### config.mk
export PLATFORM = sky130hd
export DESIGN_NAME = mem_access_unit_flat
export DESIGN_NICKNAME = d
export VERILOG_FILES = /design/src/rtl/mem_access_unit_pkg.sv /design/src/rtl/mem_access_unit_if.sv /design/src/rtl/mem_access_unit_load_formatter.sv /design/src/rtl/mem_access_unit.sv /design/src/flat_wrapper.sv
export SDC_FILE = /design/constraint.sdc
export NUM_CORES = 1
export LEC_CHECK = 0
export ABC_AREA = 1
export ABC_CLOCK_PERIOD_IN_PS = 1850
export CORE_MARGIN = 4
export CORE_UTILIZATION = 30
export DETAILED_ROUTE_END_ITERATION = 6
export GPL_ROUTABILITY_DRIVEN = 1
export MAX_ROUTING_LAYER = met4
export PLACE_DENSITY = 0.7
export SLEW_MARGIN = 0
export SYNTH_ARGS = -nofsm -noshare
export SYNTH_HDL_FRONTEND = slang
export SYNTH_SLANG_ARGS = --single-unit
export TNS_END_PERCENT = 5
### constraint.sdc
create_clock -name clk -period 1.85 [get_ports clk]
set_input_delay 0.37 -clock clk [delete_from_list [all_inputs] [get_ports clk]]
set_output_delay 0.37 -clock clk [all_outputs]
set_load 0.05 [all_outputs]
### src/rtl/mem_access_unit_pkg.sv
// Shared encodings for the MEM-stage access unit: load types, FSM states,
// byte-enable patterns and the bus command payload.
package mem_pkg;

  localparam int unsigned XLEN     = 32;
  localparam int unsigned BE_WIDTH = 4;
  localparam int unsigned LT_WIDTH = 3;

  localparam logic [LT_WIDTH-1:0] LT_NONE = 3'd0;
  localparam logic [LT_WIDTH-1:0] LB      = 3'd1;
  localparam logic [LT_WIDTH-1:0] LH      = 3'd2;
  localparam logic [LT_WIDTH-1:0] LW      = 3'd3;
  localparam logic [LT_WIDTH-1:0] LBU     = 3'd4;
  localparam logic [LT_WIDTH-1:0] LHU     = 3'd5;

  localparam logic [BE_WIDTH-1:0] BE_NONE = 4'b0000;
  localparam logic [BE_WIDTH-1:0] BE_BYTE = 4'b0001;
  localparam logic [BE_WIDTH-1:0] BE_HALF = 4'b0011;
  localparam logic [BE_WIDTH-1:0] BE_WORD = 4'b1111;

  typedef enum logic [1:0] {IDLE, REQ, WAIT, DONE} state_t;

  typedef struct packed {
    logic [XLEN-1:0]     addr;
    logic [BE_WIDTH-1:0] we;
    logic [XLEN-1:0]     wdata;
  } bus_cmd_t;

  // Halfword accesses need bit 0 clear, word accesses need both low bits clear.
  function automatic logic is_misaligned(logic [1:0] off, logic [BE_WIDTH-1:0] be,
                                         logic is_load, logic [LT_WIDTH-1:0] lt);
    logic half;
    logic word;
    half = is_load ? ((lt == LH) || (lt == LHU)) : (be == BE_HALF);
    word = is_load ? (lt == LW) : (be == BE_WORD);
    return (half && off[0]) || (word && (off != 2'b00));
  endfunction

endpackage

### src/rtl/mem_access_unit_if.sv
// Single-outstanding memory bus between the access unit (master) and memory (slave).
interface mem_bus_if;
  import mem_pkg::*;

  logic                bus_req;
  logic [XLEN-1:0]     bus_addr;
  logic [BE_WIDTH-1:0] bus_we;
  logic [XLEN-1:0]     bus_wdata;
  logic                bus_gnt;
  logic                bus_rvalid;
  logic [XLEN-1:0]     bus_rdata;

  modport master (
    output bus_req, bus_addr, bus_we, bus_wdata,
    input  bus_gnt, bus_rvalid, bus_rdata
  );

  modport slave (
    input  bus_req, bus_addr, bus_we, bus_wdata,
    output bus_gnt, bus_rvalid, bus_rdata
  );
endinterface

### src/rtl/mem_access_unit_load_formatter.sv
// Aligns returned bus data to the access offset and sign/zero-extends it per load type.
module load_formatter
  import mem_pkg::*;
(
  input  logic [XLEN-1:0]     rdata,
  input  logic [1:0]          offset,
  input  logic [LT_WIDTH-1:0] ltype,
  output logic [XLEN-1:0]     data
);

  logic [XLEN-1:0] shifted;

  assign shifted = rdata >> {offset, 3'b000};

  always_comb begin
    data = shifted;
    case (ltype)
      LB:      data = {{24{shifted[7]}}, shifted[7:0]};
      LH:      data = {{16{shifted[15]}}, shifted[15:0]};
      LBU:     data = {24'd0, shifted[7:0]};
      LHU:     data = {16'd0, shifted[15:0]};
      default: data = shifted;
    endcase
  end

endmodule

### src/rtl/mem_access_unit.sv
// MEM-stage load/store sequencer: issues one bus access per instruction and stalls the pipe.
// Optional misaligned-access trap enabled by defining MEM_MISALIGN_TRAP_EN.
module mem_access_unit
  import mem_pkg::*;
(
  input  logic                clk,
  input  logic                rst_n,
  input  logic [XLEN-1:0]     AluOutM,
  input  logic [XLEN-1:0]     StoreDataM,
  input  logic [BE_WIDTH-1:0] MemWriteM,
  input  logic                MemToRegM,
  input  logic [LT_WIDTH-1:0] RegWriteM,
  output logic                MemStall,
  output logic [XLEN-1:0]     LoadDataM,
  output logic                LoadValidM,
  output logic                MisalignExc,
  mem_bus_if.master           bus
);

  state_t          state_q;
  state_t          state_d;
  bus_cmd_t        cmd;
  logic            pending;
  logic            trap_c;
  logic [1:0]      off;
  logic [XLEN-1:0] fmt_data;

  assign off     = AluOutM[1:0];
  assign pending = MemToRegM | (|MemWriteM);

`ifdef MEM_MISALIGN_TRAP_EN
  assign trap_c = is_misaligned(off, MemWriteM, MemToRegM, RegWriteM);
`else
  assign trap_c = 1'b0;
`endif

  always_ff @(posedge clk or negedge rst_n) begin
    if (!rst_n) state_q <= IDLE;
    else        state_q <= state_d;
  end

  // Next state; a trapped access skips the bus entirely.
  always_comb begin
    state_d = state_q;
    case (state_q)
      IDLE:    if (pending)        state_d = trap_c ? DONE : REQ;
      REQ:     if (bus.bus_gnt)    state_d = MemToRegM ? WAIT : DONE;
      WAIT:    if (bus.bus_rvalid) state_d = DONE;
      DONE:                        state_d = IDLE;
      default:                     state_d = IDLE;
    endcase
  end

  // Bus command and stall; write lanes are only driven while a store is requesting.
  always_comb begin
    bus.bus_req = 1'b0;
    cmd         = '0;
    cmd.addr    = {AluOutM[XLEN-1:2], 2'b00};
    MemStall    = pending && (state_q != DONE);
    if (state_q == REQ) begin
      bus.bus_req = 1'b1;
      if (!MemToRegM) begin
        cmd.we    = MemWriteM << off;
        cmd.wdata = StoreDataM << {off, 3'b000};
      end
    end
  end

  assign bus.bus_addr  = cmd.addr;
  assign bus.bus_we    = cmd.we;
  assign bus.bus_wdata = cmd.wdata;

  load_formatter u_fmt (
    .rdata  (bus.bus_rdata),
    .offset (off),
    .ltype  (RegWriteM),
    .data   (fmt_data)
  );

  // Load result is captured on the returning beat and held until the next load completes.
  always_ff @(posedge clk or negedge rst_n) begin
    if (!rst_n) begin
      LoadDataM  <= '0;
      LoadValidM <= 1'b0;
    end else begin
      LoadValidM <= (state_q == WAIT) && bus.bus_rvalid;
      if ((state_q == WAIT) && bus.bus_rvalid) LoadDataM <= fmt_data;
    end
  end

`ifdef MEM_MISALIGN_TRAP_EN
  always_ff @(posedge clk or negedge rst_n) begin
    if (!rst_n) MisalignExc <= 1'b0;
    else        MisalignExc <= (state_q == IDLE) && pending && trap_c;
  end
`else
  assign MisalignExc = 1'b0;
`endif

endmodule

### src/flat_wrapper.sv
// flat-port wrapper written by rule: the top's interface ports become plain ports
module mem_access_unit_flat import mem_pkg::*;
  (clk, rst_n, AluOutM, StoreDataM, MemWriteM, MemToRegM, RegWriteM, MemStall, LoadDataM, LoadValidM, MisalignExc, bus_bus_req, bus_bus_addr, bus_bus_we, bus_bus_wdata, bus_bus_gnt, bus_bus_rvalid, bus_bus_rdata);
  mem_bus_if bus_i ();
  input  logic clk;
  input  logic rst_n;
  input  logic [XLEN-1:0] AluOutM;
  input  logic [XLEN-1:0] StoreDataM;
  input  logic [BE_WIDTH-1:0] MemWriteM;
  input  logic MemToRegM;
  input  logic [LT_WIDTH-1:0] RegWriteM;
  output logic MemStall;
  output logic [XLEN-1:0] LoadDataM;
  output logic LoadValidM;
  output logic MisalignExc;
  output wire logic [$bits(bus_i.bus_req)-1:0] bus_bus_req;
  output wire logic [$bits(bus_i.bus_addr)-1:0] bus_bus_addr;
  output wire logic [$bits(bus_i.bus_we)-1:0] bus_bus_we;
  output wire logic [$bits(bus_i.bus_wdata)-1:0] bus_bus_wdata;
  input wire logic [$bits(bus_i.bus_gnt)-1:0] bus_bus_gnt;
  input wire logic [$bits(bus_i.bus_rvalid)-1:0] bus_bus_rvalid;
  input wire logic [$bits(bus_i.bus_rdata)-1:0] bus_bus_rdata;
  assign bus_bus_req = bus_i.bus_req;
  assign bus_bus_addr = bus_i.bus_addr;
  assign bus_bus_we = bus_i.bus_we;
  assign bus_bus_wdata = bus_i.bus_wdata;
  assign bus_i.bus_gnt = bus_bus_gnt;
  assign bus_i.bus_rvalid = bus_bus_rvalid;
  assign bus_i.bus_rdata = bus_bus_rdata;
  mem_access_unit u_core (.clk(clk), .rst_n(rst_n), .AluOutM(AluOutM), .StoreDataM(StoreDataM), .MemWriteM(MemWriteM), .MemToRegM(MemToRegM), .RegWriteM(RegWriteM), .MemStall(MemStall), .LoadDataM(LoadDataM), .LoadValidM(LoadValidM), .MisalignExc(MisalignExc), .bus(bus_i));
endmodule
==> results.toml, run 1 <==
[synthesis]
synth_area_leader_cell = "dfrtp_1"
syn_area_um2 = 3140
ys_ff_latch = 35
synth_cell_type_count = 27
synth.area.top_cells = "dfrtp_1 (28%), nand2_1 (15%), nor2_1 (13%), buf_4 (9.3%), nand3_1 (5.4%)"
synth_top_area_share_pct = 27.9
synthCells = 491
yosysSeqAreaShare_pct = 27.9
syn_area_per_cell_um2 = 6.39
yosysWarnings = 0

[cts]
cts_buffers = 5
h-tree-depth = 2
clk_latency_ps = 290
clkTransAtPathRegs_ps = 70
cts.sinks = 35
cts_root_buf = "clkbuf_8"
cts_buffer_depth = 2
tritoncts = "built"

[route]
drc_errors = 0
routed_via_density = 4.71
dr.pass1.iters = 4
final_antenna_net_count = 0
drtIter0Drc = 137
wl_per_cell_um = 15.7
num_vias = 3637
drt-total-wl_um = 12100

[critical_path]
required_ps = 1480
endpoint_kind = "primary output"
crit_path_max_fanout = 8
max_stage_delay_ps = 420
crit_chain = "clkdlybuf4s50_1 -> inv_1 -> nand2_4 -> inv_4 -> nand2_8 -> buf_12 -> o32ai_4 -> buf_12"
cp-start-kind = "input port"
crit_family = "buffers and inverters"
crit_arrival_ps = 1740
worst-path-buf-inv = 5
path_class = "input port to primary output"
path_common_cell = "buf_12"
cp_slowest_cell = "clkdlybuf4s50_1"

[flow_run]
drv_cap = 0

[pwr]
powerDensity_nw_per_um2 = 1170
total_power_uw = 6780
p_leak_uw = 0.00260
ir_worst_vdd_v = 0.00110

[place]
dp_worst_setup_slack_ps = -269
dpl-instance-area_um2 = 5450
port_buffers = 148
place.gp.congestion = 0.880
dpl.hpwl_um = 9620

[sta]
clock_skew_ps = 6.94
finalSetupViolCount = 36
rsz0062_at_grt = "yes"
tightestPinTransition_ps = 531
fmax_mhz = 474
setup_ws_ps = -261
slew_headroom_pct = 63.6
min_period_over_period_pct = 114
hold_violations = 0
slew_viol_final = 0
setup_tns_ps = -6790
fin_crit_ps = 2110

[global_route]
grt_max_degree = 36
grt_overflow = 0
grt_pass1_wl_um = 18800
grt_pass1_vias = 3676
antenna_found_initial = 1
grt_usage_pct = 20.6

[layout]
multi_input_area_um2 = 2180
design_area_um2 = 5780
nNetsFinal = 746
seq_area_um2 = 876
fillers = 949
drive_gt1_share_pct = 29.8
most-common-layout-cells = "nand2_1 (124), nor2_1 (93), clkdlybuf4s50_1 (75)"
final_common_cell = "nand2_1"
area_growth_pct = 84.1

[status]
status = "finished, violations left"
violations = "negative setup slack"

[floorplan]
die_w_um = 110
dieHeight_um = 110
core-area_um2 = 10300
initial_core_util_pct = 30.5
rows = 37
dieArea_um2 = 12200
ios = 212

[hold_path]
hp-class = "input port to async pin"
synthesized netlist by cell type:
cell type and count:
nand2_1 127, nor2_1 111, inv_1 45, buf_4 39, dfrtp_1 35, nand3_1 34
o32ai_1 17, o21ai_0 12, buf_2 11, o211ai_1 11, mux2i_1 9, or2_2 8
clkbuf_1 5, ha_1 4, buf_6 3, inv_2 3, nand3_2 3, nand2_2 2
nand2_4 2, nor2_2 2, o22ai_1 2, a31oi_1 1, and2_1 1, buf_1 1
buf_8 1, conb_1 1, nor2_4 1
stage by stage:
step	std cells	hold slack [ps]	util [%]
after floorplan	493	74.4	-
after CTS	769	126	55.6
final	772	117	56.2
after detailed placement	756	445	53.1
after global placement	756	436	53.1
after global routing	772	154	56.2
routing by layer:
metal	vias to the layer above	share of wire, %	routed length [um]	track usage, %
met2	114	52	6240	35.7
met3	39	5.5	666	2.97
met5	-	0	0	-
met1	1678	39	4750	24.4
li1	1806	-	-	-
met4	0	3.7	452	7.30
state kept, by name (all words and copies together), names as in the netlist:
register           cells
u_core.LoadValidM      1
u_core.state_q         2
u_core.LoadDataM      32
layout make-up:
class,instances,share of cell area [%]
clock buffer,8,1.73
sequential,35,15.2
inverter,48,3.16
multi-input combinational,350,37.7
tap,136,2.95
timing repair buffer,194,39.3
antenna,1,0.0433
repair_timing:
item                                    in CTS  in global routing
endpoints found under the setup margin      36                 36
gates cloned                                 0                  1
hold endpoints to repair                     0                  0
buffers inserted                             5                  1
hold buffers                                 0                  0
pin swaps                                   14                  6
gates resized for setup                     19                  5
power breakdown:
part           total (uW)  leakage [uW]  switching, uW  internal [uW]
sequential           1380      0.000413            228           1150
clock                 622     0.0000515            281            340
combinational        4770       0.00214           2960           1810
total                6780       0.00260           3470           3310
worst register-to-register path, stage by stage (launching register included):
cell	delay, ps
dfrtp_1	410
buf_4	150
inv_1	80
ha_1	220
nand2_1	80
inv_1	100
buf_12	180
or2_2	280
nand2_1	70
inv_1	40
kinds of logic (layout without fill, tap and decap cells):
kind of cell	after synthesis	count (layout)	share of synthesized area [%]
AOI/OAI and AO/OA	43	43	9.89
adders and majority gates	4	4	1.59
buffers and inverters	108	250	19.1
DFF	35	35	27.9
muxes	9	9	2.87
other	1	4	0.120
and+or+nand+nor	291	291	38.5
worst paths after layout:
path	startpoint	end	slack, ps	cells after the start
max	MemToRegM	bus_bus_wdata[27]	-260	8
max reg2reg	u_core.state_q[0]$_DFFE_PN0P_	u_core.LoadDataM[8]$_DFFE_PN0P_	140	9
max in group asynchronous	rst_n	u_core.LoadDataM[15]$_DFFE_PN0P_	1400	2
min in group clk	u_core.LoadDataM[3]$_DFFE_PN0P_	u_core.LoadDataM[3]$_DFFE_PN0P_	480	2
min reg2reg	u_core.LoadDataM[3]$_DFFE_PN0P_	u_core.LoadDataM[3]$_DFFE_PN0P_	480	2
min	rst_n	u_core.LoadValidM$_DFF_PN0_	120	2
(Power assumes the default switching activity.)
==> run 2, diff against run 1 <==
Settings changed: SKIP_LAST_GASP from default to 1, SLEW_MARGIN 0 to 20.
==> results.toml, run 2 (synthesized netlist as in run 1, its figures left out) <==
[cts]
h-tree-depth = 2
cts_buffer_depth = 2
cts.sinks = 35
cts_root_buf = "clkbuf_8"
clk_latency_ps = 290
cts_buffers = 5
tritoncts = "built"
clkTransAtPathRegs_ps = 70

[floorplan]
rows = 37
initial_core_util_pct = 30.5
dieArea_um2 = 12200
dieHeight_um = 110
die_w_um = 110
ios = 212
core-area_um2 = 10300

[sta]
rsz0062_at_grt = "yes"
clock_skew_ps = 5.27
fmax_mhz = 474
fin_crit_ps = 2110
hold_violations = 0
hold_slack_ps = 120
min_period_over_period_pct = 114
finalSetupViolCount = 36
setup_ws_ps = -262
slew_viol_final = 0
setup_tns_ps = -7240

[layout]
fillers = 952
most-common-layout-cells = "nand2_1 (124), nor2_1 (93), clkdlybuf4s50_1 (75)"
drive_gt1_share_pct = 29.8
design_area_um2 = 5750
nNetsFinal = 746
regMostFlops = "u_core.LoadDataM"
area_growth_pct = 83.2
largest_reg_flops = 32
final_common_cell = "nand2_1"
final_cells = 772
biggestRegsByFlops = "u_core.LoadDataM: 32 flops, u_core.state_q: 2 flops, u_core.LoadValidM: 1 flops"
fin_util_pct = 55.9

[place]
place.gp.congestion = 0.880
post-place-cells = 756
dpl-instance-area_um2 = 5450
port_buffers = 148
dpl.hpwl_um = 9620

[critical_path]
crit_path_max_fanout = 8
path_class = "input port to primary output"
cp-start-kind = "input port"
endpoint_kind = "primary output"
required_ps = 1480
crit_arrival_ps = 1740

[global_route]
grt_max_degree = 36
antenna_found_initial = 1
grt_usage_pct = 20.4
grt_overflow = 0
grt_pass1_vias = 3683
grt_pass1_wl_um = 18600

[pwr]
p_leak_uw = 0.00259
ir_worst_vdd_v = 0.00110
powerDensity_nw_per_um2 = 1180

[route]
final_antenna_net_count = 0
drtIter0Drc = 132
drc_errors = 0
drt-total-wl_um = 12000
num_vias = 3636
dr.pass1.iters = 4
wl_per_cell_um = 15.6
routed_via_density = 4.71

[status]
violations = "negative setup slack"
status = "finished, violations left"

[hold_path]
hp-class = "input port to async pin"

[flow_run]
drv_cap = 0
==> run 2: timing repair <==
item | in CTS | in global routing
endpoints found under the hold margin | 0 | 0
setup endpoints to repair | 36 | 36
pin swaps | 6 | 2
gates resized for setup | 15 | 3
buffers inserted | 5 | 1
cloned | 0 | 1
hold buffers | 0 | 0
==> run 2: layer usage <==
layer  wire, um  track usage [%]
met1       4660             23.9
met2       6200             35.4
met3        704             2.91
met4        470             7.83
met5          0                -
==> run 2: final timing paths <==
kind,start,end,slack (ps),depth (start not counted)
worst max-delay path,MemToRegM,bus_bus_wdata[27],-260,8
worst min-delay path,rst_n,u_core.LoadValidM$_DFF_PN0_,120,2
worst max register to register,u_core.state_q[0]$_DFFE_PN0P_,u_core.LoadDataM[8]$_DFFE_PN0P_,150,9
worst min register to register,u_core.LoadDataM[3]$_DFFE_PN0P_,u_core.LoadDataM[3]$_DFFE_PN0P_,480,2
max in group asynchronous,rst_n,u_core.LoadDataM[15]$_DFFE_PN0P_,1400,2
min in group clk,u_core.LoadDataM[3]$_DFFE_PN0P_,u_core.LoadDataM[3]$_DFFE_PN0P_,480,2
==> run 2: layout make-up <==
| class | instances | area (um^2) | share of cell area [%] |
|---|---|---|---|
| diodes | 1 | 2.50 | 0.0435 |
| clock buffers | 8 | 100 | 1.74 |
| inverters | 48 | 183 | 3.18 |
| multi-input cells | 350 | 2150 | 37.4 |
| flip-flops and latches | 35 | 876 | 15.2 |
| well taps | 136 | 170 | 2.96 |
| repair buffers | 194 | 2260 | 39.4 |
==> run 2: critical path: stages <==
cell and delay [ps]:
clkdlybuf4s50_1 420, inv_1 110, nand2_4 60, inv_4 70, nand2_8 80, buf_12 160
o32ai_4 290, buf_12 170
==> run 2: per-stage QoR <==
stage	worst slack, ps	power [uW]
detailed placement	-269	6030
global route	-343	7180
global placement	-241	5960
floorplan	-234	4460
finish	-262	6760
CTS	-271	6780
==> run 2: report_power, final <==
part	total [uW]	switching [uW]	internal, uW	leakage, uW
clock network	619	279	340	0.0000515
logic	4760	2950	1820	0.00212
registers	1380	227	1150	0.000413
==> run 3, diff against run 2 <==
Settings changed: CELL_PAD_IN_SITES_DETAIL_PLACEMENT from default to 0, CELL_PAD_IN_SITES_GLOBAL_PLACEMENT from default to 1, CORE_UTILIZATION 30 to 23, PLACE_DENSITY 0.7 to 0.89.
==> results.toml, run 3 (synthesized netlist as in run 1, its figures left out) <==
[layout]
nNetsFinal = 740
largest_reg_flops = 32
most-common-layout-cells = "nand2_1 (125), nor2_1 (93), clkdlybuf4s50_1 (75)"
drive_gt1_share_pct = 29.0
biggestRegsByFlops = "u_core.LoadDataM: 32 flops, u_core.state_q: 2 flops, u_core.LoadValidM: 1 flops"
fillers = 1313
regMostFlops = "u_core.LoadDataM"
final_common_cell = "nand2_1"
antenna_cells = 0
area_growth_pct = 82.5
seq_area_um2 = 876
fin_util_pct = 43.1
multi_input_area_um2 = 2140

[critical_path]
crit_path_max_fanout = 18
reg2reg_from = "u_core.state_q[0]$_DFFE_PN0P_"
crit_arrival_ps = 1740
cp-start-kind = "input port"
max_stage_delay_ps = 480
path_common_cell = "buf_12"
r2r.worst_path.cells = 9
ff2ff_setup_slack_ps = 160
required_ps = 1480
path_class = "input port to primary output"
cp_slowest_cell = "clkdlybuf4s50_1"
reg2reg_to = "u_core.LoadDataM[8]$_DFFE_PN0P_"
endpoint_kind = "primary output"
crit_chain = "clkdlybuf4s50_1 -> inv_1 -> nand2_1 -> inv_2 -> nand2_4 -> buf_12 -> buf_4 -> nor2_4 -> buf_12"

[global_route]
grt_pass1_vias = 3969
antenna_found_initial = 0
grt_pass1_wl_um = 20200
grt_overflow = 0
grt_max_degree = 36
grt_usage_pct = 16.3

[pwr]
ir_worst_vdd_v = 0.000739
powerDensity_nw_per_um2 = 1210
total_power_uw = 6920
p_leak_uw = 0.00256

[sta]
slew_headroom_pct = 61.0
clock_skew_ps = 5.42
hold_violations = 0
tightestPinTransition_ps = 569
rsz0062_at_grt = "yes"
setup_ws_ps = -265
fin_crit_ps = 2110
fmax_mhz = 473
slew_viol_final = 0
setup_tns_ps = -7970
finalSetupViolCount = 36
min_period_over_period_pct = 114

[route]
final_antenna_net_count = 0
drc_errors = 0
routed_via_density = 4.47
drtIter0Drc = 247
wl_per_cell_um = 15.5
drt-total-wl_um = 12400
num_vias = 3594
dr.pass1.iters = 4

[cts]
clkTransAtPathRegs_ps = 50
tritoncts = "built"
cts_root_buf = "clkbuf_16"
cts.sinks = 35
clk_latency_ps = 280
cts_buffers = 5
h-tree-depth = 2
cts_hold_buf = 0
cts_buffer_depth = 2

[flow_run]
drv_cap = 0

[place]
place.gp.congestion = 0.850
dp_worst_setup_slack_ps = -275
dpl.hpwl_um = 10100
port_buffers = 148

[floorplan]
dieArea_um2 = 15600
die_w_um = 125
initial_core_util_pct = 23.6
rows = 42
dieHeight_um = 125
core-area_um2 = 13300
ios = 212

[status]
status = "finished, violations left"
violations = "negative setup slack"

[hold_path]
hp-class = "input port to async pin"
==> run 3: critical path: cells and delay by family <==
kind / cells / cell delay (ps)
and+or+nand+nor: 3 / 210
buffers and inverters: 6 / 1150
==> run 3: metrics by stage <==
stage	cells	area, um^2	hold slack, ps
after floorplan	493	3550	74.4
after global placement	795	5470	442
after detailed placement	795	5470	460
after CTS	804	5730	156
after global routing	804	5730	178
final	804	5730	134
==> run 3: report_power, final <==
part	internal [uW]	switching (uW)	leakage, uW
Clock	525	316	0.0000727
Combinational	1760	2940	0.00207
Sequential	1160	215	0.000413
==> run 3: what timing repair did <==
item / CTS / global route
resized for setup: 12 / 0
endpoints found under the hold margin: 0 / 0
setup endpoints to repair: 36 / 36
buffers inserted: 2 / 0
pin swaps: 3 / 0
==> run 3: final cells by class <==
class / count / area share, %
clock inverters: 1 / 0.0874
clock buffers: 6 / 2.43
well taps: 176 / 3.85
inverters: 48 / 3.15
flip-flops and latches: 35 / 15.3
multi-input cells: 350 / 37.4
repair buffers: 188 / 37.8
==> run 3: how the worst max path moves through the flow <==
| stage | slack [ps] | endpoint | start |
|---|---|---|---|
| floorplan | -230 | bus_bus_we[2] | u_core.state_q[1]$_DFFE_PN0P_ |
| global placement | -230 | bus_bus_we[2] | MemToRegM |
| detailed placement | -270 | bus_bus_wdata[16] | MemToRegM |
| CTS | -270 | bus_bus_wdata[20] | u_core.state_q[1]$_DFFE_PN0P_ |
| global route | -350 | bus_bus_wdata[19] | u_core.state_q[1]$_DFFE_PN0P_ |
| finish | -260 | bus_bus_wdata[7] | MemToRegM |
==> run 3: layer usage <==
layer | GRT usage [%] | wire, um | share of wire, % | up-vias
met5 | - | 0 | 0 | -
met4 | 5.35 | 391 | 3.1 | 0
met3 | 4.33 | 775 | 6.2 | 29
met2 | 27.8 | 6250 | 50 | 103
met1 | 18.6 | 5030 | 40 | 1670
li1 | - | - | - | 1792
==> RTL change (config.mk and constraints of run 2) <==
`BE_WIDTH`: 4 -> 5.
--- a/src/rtl/mem_access_unit_pkg.sv
+++ b/src/rtl/mem_access_unit_pkg.sv
@@ -4,5 +4,5 @@
 
   localparam int unsigned XLEN     = 32;
-  localparam int unsigned BE_WIDTH = 4;
+  localparam int unsigned BE_WIDTH = 5;
   localparam int unsigned LT_WIDTH = 3;
 
Interface: changed (resized MemWriteM and bus_bus_we); port bits go from 212 to 214. No check against the original RTL was run, so the function may have changed too.
==> RTL change against run 2 <==
- area after synthesis decreased by 0.60%
- final area increased by 1.4%
- sequential cell count unchanged
- worst hold slack improved by 0.037 ns
- worst setup slack got worse by 0.049 ns
- highest routed layer unchanged
- power increased by 0.62%
- wire length increased by 3.8%
- the flow still finishes with violations (negative setup slack)
- die area decreased by 0.56%
==> RTL change: results (changes against run 2) <==
top cells by area, synth dfrtp_1 (28%), nand2_1 (15%), nor2_1 (13%), buf_4 (8.9%), nand3_1 (5.9%); initial antenna violation count 0 (-1); wire per inst 16.31 um (+4.6%); Synth-to-Final Area Change 86.92%; syn_area_per_cell 6.353 um^2 (-0.60%); Diodes inserted 0 (-1); slowest stage cell on the critical path dfrtp_1; count of plain and timing-repair buffers 192 (-1.0%); fill cell count 888 (-6.7%); status finished, violations left; top cells by count, synth nand2_1 (128), nor2_1 (105), inv_1 (42); Placer Congestion 0.8738 (-0.66%); reg-to-reg slack, setup 0.11 ns (-0.04 ns); multi-input combinational area share 0.3800 (+0.005643); Post-DP Area 0.005485 mm^2 (+0.57%); Setup WS post-layout -0.3108 ns (-0.04922 ns); DRT Pass-1 Iters 5 (+1); compound-cell area share of the yosys netlist 0.1043 (+0.005408); fraction of area in non-clock buffers 0.3953 (+0.001287); clk cell area share 0.01717 (-0.0002466); pre-CTS WS -0.2611 ns (+0.007481 ns); Cells after DPL 748 (-1.1%); worst hold margin 0.1572 ns (+0.03707 ns); starting DRC count in detailed routing 214 (+62%); Setup violations, final 37 (+2.8%); CP Max Fanout 5 (-3); Seq/Total Area, Yosys 0.2808 (+0.001679); failing checks negative setup slack; vias in the first global route 3782 (+2.7%); share of layout cells above drive strength 1 0.2986 (+0.0009404); post-detail-place hpwl 9.933 mm (+3.3%); Post-Synth Adder-Cell Area 0.01604 (+0.00009596); Fin Setup TNS -10.33 ns (-3.093 ns); PortBufs 150 (+1.4%); Non-clock inverters 44 (-8.3%); worst vdd ir 991.8 uV (-10%); GRT Util Overall 0.2148 (+0.01055); final wirelength 12.50 mm (+3.8%); multi-input logic cell count 354 (+1.1%); first-pass GRT wire length 19.58 mm (+5.2%); Leakage 2.583 nW (-0.25%); PwrDens 1167 mW/mm^2 (-0.81%); RR Endpoint u_core.LoadDataM[20]; proportion of synthesized area in mux cells 0.02888 (+0.0001727); worst clock skew 0.004468 ns (-0.0008025 ns)
RTL change: cell count changes in the layout (fill, tap and decap cells not counted), sizes merged:
cell,before,now
inv,48,44
clkdlybuf4s50,75,77
a211oi,0,1
nor2,114,117
buf,118,115
diode,1,0
o21ai,12,11
o21bai,0,1
nand2,131,130
clkbuf,9,8
a21oi,0,1
RTL change: where the power goes:
| part | total, mW | internal [mW] | switching [mW] |
|---|---|---|---|
| clock network | 0.611 | 0.340 | 0.271 |
| logic | 4.80 | 1.84 | 2.96 |
| registers | 1.39 | 1.16 | 0.233 |
| total | 6.81 | 3.34 | 3.47 |
RTL change: what timing repair did:
action,4_1_cts,5_1_grt
hold buffers,0,0
setup buffers,8,0
cloned,3,0
gates resized for setup,16,1
endpoints found under the setup margin,37,49
pin swaps,5,2
RTL change: per-layer routing:
metal / routed length [um] / GRT usage
met3: 749 / 0.03406
met2: 6286 / 0.3605
met5: 0 / -
met1: 5051 / 0.2626
met4: 410 / 0.07124
